===== config.mk =====
export PLATFORM = sky130hd
export DESIGN_NAME = seg_decode_rx
export DESIGN_NICKNAME = d
export VERILOG_FILES = /design/src/rtl/seg_decode_rx.sv
export SDC_FILE = /design/constraint.sdc
export NUM_CORES = 1
export LEC_CHECK = 0
export ABC_AREA = 1
export CAP_MARGIN = 20
export CELL_PAD_IN_SITES_DETAIL_PLACEMENT = 1
export CELL_PAD_IN_SITES_GLOBAL_PLACEMENT = 2
export CORE_MARGIN = 5
export CORE_UTILIZATION = 29
export DETAILED_ROUTE_END_ITERATION = 7
export PLACE_DENSITY = 0.86
export SYNTH_ARGS = -nofsm -noshare
export SYNTH_HDL_FRONTEND = slang
export SYNTH_SLANG_ARGS = --single-unit
export TNS_END_PERCENT = 10

===== constraint.sdc =====
create_clock -name clk -period 1.8 [get_ports clk]
set_input_delay 0.36 -clock clk [delete_from_list [all_inputs] [get_ports clk]]
set_output_delay 0.36 -clock clk [all_outputs]
set_load 0.02 [all_outputs]

===== src/rtl/seg_decode_rx.sv =====
// Seven-segment receiver: debounces a 9-bit segment pattern, decodes legal hex
// glyphs to a digit and keeps sticky/saturating error status for illegal glyphs.
module seg_decode_rx #(
  parameter int unsigned STABLE_CYCLES = 4
) (
  input  logic       clk,
  input  logic       rst,
  input  logic [8:0] seg_in,
  input  logic       clear,
  output logic [3:0] digit,
  output logic       digit_valid,
  output logic       new_digit,
  output logic       code_err,
  output logic [7:0] err_count
);

  typedef enum logic [1:0] {IDLE, SETTLE, LOCKED} state_t;

  localparam logic [7:0] STABLE_W = 8'(STABLE_CYCLES);

  state_t     state;
  logic [8:0] s_q;
  logic [7:0] cnt;
  logic [7:0] cnt_inc;
  logic       accept;
  logic       dec_legal;
  logic [3:0] dec_val;

  // Decode the held sample: on an acceptance edge seg_in equals s_q, so the
  // decoder never sees the raw input.
  always_comb begin
    dec_legal = 1'b1;
    dec_val   = 4'h0;
    case (s_q)
      9'h03F: dec_val = 4'h0;
      9'h006: dec_val = 4'h1;
      9'h05B: dec_val = 4'h2;
      9'h04F: dec_val = 4'h3;
      9'h066: dec_val = 4'h4;
      9'h06D: dec_val = 4'h5;
      9'h07D: dec_val = 4'h6;
      9'h007: dec_val = 4'h7;
      9'h07F: dec_val = 4'h8;
      9'h06F: dec_val = 4'h9;
      9'h077: dec_val = 4'hA;
      9'h07C: dec_val = 4'hB;
      9'h039: dec_val = 4'hC;
      9'h05E: dec_val = 4'hD;
      9'h079: dec_val = 4'hE;
      9'h071: dec_val = 4'hF;
      default: dec_legal = 1'b0;
    endcase
  end

  assign cnt_inc = cnt + 8'd1;
  assign accept  = (state == SETTLE) && (seg_in == s_q) && (cnt_inc == STABLE_W);

  always_ff @(posedge clk) begin
    if (rst) begin
      state       <= IDLE;
      s_q         <= '0;
      cnt         <= '0;
      digit       <= '0;
      digit_valid <= 1'b0;
      new_digit   <= 1'b0;
      code_err    <= 1'b0;
      err_count   <= '0;
    end else begin
      new_digit <= 1'b0;

      // Any change restarts the settle window, whatever the current state.
      if (seg_in != s_q) begin
        s_q   <= seg_in;
        cnt   <= 8'd1;
        state <= SETTLE;
      end else if (state == SETTLE) begin
        cnt <= cnt_inc;
        if (cnt_inc == STABLE_W) state <= LOCKED;
      end

      if (accept) begin
        if (s_q == 9'h000) begin
          digit_valid <= 1'b0;
        end else if (dec_legal) begin
          digit       <= dec_val;
          digit_valid <= 1'b1;
          code_err    <= 1'b0;
          new_digit   <= !digit_valid || (dec_val != digit);
        end else begin
          digit_valid <= 1'b0;
          code_err    <= 1'b1;
          if (err_count != 8'hFF) err_count <= err_count + 8'd1;
        end
      end

      // Clear wins over an illegal acceptance on the same edge.
      if (clear) begin
        err_count <= '0;
        code_err  <= 1'b0;
      end
    end
  end

endmodule


==> flow_summary.ini, run 1 <==
[status]
outcome = finished, final reports clean

[clock_network]
clkTransAtPathRegs_ps = 80
cts_tree = built
clock_path_buffers = 2
numClockSinks = 34
postCtsHoldBufs = 0
cts_made_buffers = 5
h-tree-depth = 2
clockRootBuffer = clkbuf_8
worstSkewPairLatency_ps = 290

[yosys]
yosys.cell_types.count = 28
synth_area_leaders = dfxtp_1, nand2_1, nor2_1
ys_seq_area_frac = 0.314
yosys.area_share.simple = 0.491
synth_top_flop_cell = dfxtp_1
synth_xor_area_frac = 0.0242
netlist_area_um2 = 2170
netlist_instances = 354
avgSynthCellArea_um2 = 6.12
synth_compound_area_frac = 0.0647
synth_edf_count = 0
synth_top_family_by_area = simple AND/OR/NAND/NOR gates
muxShareOfSynthArea = 0
syn_nets = 368
ys.warnings.count = 0
synth_top_cell_area_share = 0.314
synthAdderAreaFrac = 0.0115
synth_top_area_cell = dfxtp_1
ys_ff_latch = 34
postSynth.asyncResetShare = 0

[placement]
place.gp.congestion = 0.829
dpl.cell_count = 491
portBuffers = 26
post_dp_cell_area_um2 = 2650
dpl.hpwl_um = 4840

[setup_path]
worst-r2r-setup-slack_ps = 110
r2r_start = s_q[8]
critPathMaxStageDelay_ps = 650
crit_type = reg2out
crit_family = buffers and inverters
r2r-end = err_count[1]
cp.buffers_inverters = 1
end_kind = output pin
crit_fanout = 6
critical_path.slowest_cell = clkdlybuf4s50_1
start_kind = flip-flop
path_cells = clkdlybuf4s50_1
cp.required_ps = 1440
worstPathArrival_ps = 1390
worstRegToRegCells = 12

[floorplan]
placementRows = 31
die_h_um = 96.4
dieArea_um2 = 9300
ios = 27
start_util = 0.299
coreArea_um2 = 7250
die_x_um = 96.4

[global_routing]
grt_pass1_vias = 2280
use_met1 = 0.193
grt_antenna_before_repair = 0
grt_pass1_wl_um = 10400
track_usage = 0.142
grt_overflow = 0
grt_max_degree = 14
grt-busiest-layer = met2
gr-usage-met2 = 0.229
use_met3 = 0.0232

[power]
p_leak_nw = 1.27
total_power_mw = 1.58
irDropWorstVdd_v = 0.000193
p_per_area_nw_per_um2 = 546

[worst_hold_path]
whs_path_depth = 4
min-delay-start = seg_in[5]
hold_path_class = in2reg
min_to = s_q[5]

[cells_and_area]
fin_cells = 503
fillers = 969
area_growth_syn_to_layout_pct = 33.7
multi_input_area_um2 = 1380
layout_commonest_cell = nand2_1
layout-drive-gt1-share = 0.233
seqCellArea_um2 = 699
final_cell_mix = nand2_1, nor2_1, inv_1, nand3_1, dfxtp_1
diodes = 0
layout.nets = 417
final_area_um2 = 2900

[detailed_routing]
drt_iter0_markers = 110
drc = 0
wl_um = 6220
ant_nets = 0
first_pass_iters = 4
via_count = 2318
wl_per_cell_um = 12.4
vias_per_cell = 4.61

[sta]
rsz0062_at_grt = yes
slew_violations = 0
period_share = 0.975
finalHoldViolCount = 0
hold_slack_ps = 421
worst_pin_slew_ps = 465
maxSlewHeadroom = 0.689
setup-tns-final_ps = 0
post-route-min-period_ps = 1750
fin_skew_ps = 8.57
setup_viol = 0
max_freq_mhz = 570

[flow_run]
max_cap_viol_count = 0
[cell families after synthesis]
| family | count (synthesis) |
|---|---|
| adders and majority gates | 2 |
| and+or+nand+nor | 232 |
| xor gates and xnor gates | 6 |
| AOI/OAI and AO/OA | 26 |
| DFF | 34 |
| buffers and inverters | 54 |
[final cells by class]
class,instances,share of cell area
multi-input cells,266,0.477
flip-flops and latches,34,0.241
repair buffers,44,0.136
inverters,52,0.0704
well taps,99,0.0428
clock buffers,6,0.0285
clock inverters,2,0.00432
[layer usage]
layer,routed length [um],up-vias
met3,212,11
met4,79,0
met1,3020,1082
met5,0,-
li1,-,1193
met2,2910,32
[repair_timing]
item / 4_1_cts / 5_1_grt
endpoints found under the setup margin: 19 / 15
gates resized for setup: 18 / 37
pin swaps: 8 / 8
buffers inserted: 1 / 3
[power by group]
group | internal [mW] | switching (mW) | total (mW)
registers | 0.767 | 0.0182 | 0.785
logic | 0.0698 | 0.106 | 0.176
clock network | 0.308 | 0.313 | 0.621
[worst max-delay path by stage]
stage,to,slack [ps],cells past startpoint,start
4_1_cts,new_digit,0.7,13,s_q[7]
3_5_place_dp,err_count[3],-490,12,seg_in[0]
6_report,err_count[2],50,1,err_count[2]
2_1_floorplan,err_count[0],190,10,cnt[0]
3_3_place_gp,err_count[0],-450,12,seg_in[0]
5_1_grt,err_count[1],-20,13,s_q[1]
[stage by stage]
step	util	setup slack (ps)
after floorplan	-	189
after global placement	0.365	-446
after detailed placement	0.365	-495
after CTS	0.383	0.709
after global routing	0.399	-21.8
final	0.399	45.0
[sequential cells by signal, summed over array words and instances (netlist names)]
register / cells
s_q: 9
cnt: 8
err_count: 8
digit: 4
state: 2
code_err: 1
digit_valid: 1
new_digit: 1
[Yosys cell counts, types with 2 or more instances]
cell type / n
nand2_1: 101
nor2_1: 72
inv_1: 42
dfxtp_1: 34
nand3_1: 26
a21oi_1: 13
inv_2: 9
nor2_2: 6
nand2_2: 5
nand4_1: 5
o21ai_1: 5
nor3_1: 4
o21ai_0: 4
xor2_1: 4
nand3_4: 3
nor2_4: 3
clkbuf_1: 2
ha_1: 2
nand3_2: 2
nor3b_1: 2
o21bai_1: 2
xnor2_1: 2
Note: power is estimated with default switching activity, not from simulation.
==> run 2: changes to the inputs <==
--- a/config.mk
+++ b/config.mk
@@ -11,6 +11,7 @@
 export CELL_PAD_IN_SITES_GLOBAL_PLACEMENT = 2
 export CORE_MARGIN = 5
 export CORE_UTILIZATION = 29
+export CTS_CLUSTER_DIAMETER = 200
 export DETAILED_ROUTE_END_ITERATION = 7
 export PLACE_DENSITY = 0.86
 export SYNTH_ARGS = -nofsm -noshare
==> results of run 2 <==
Final layout, timing and power as in run 1 (identical DEF).
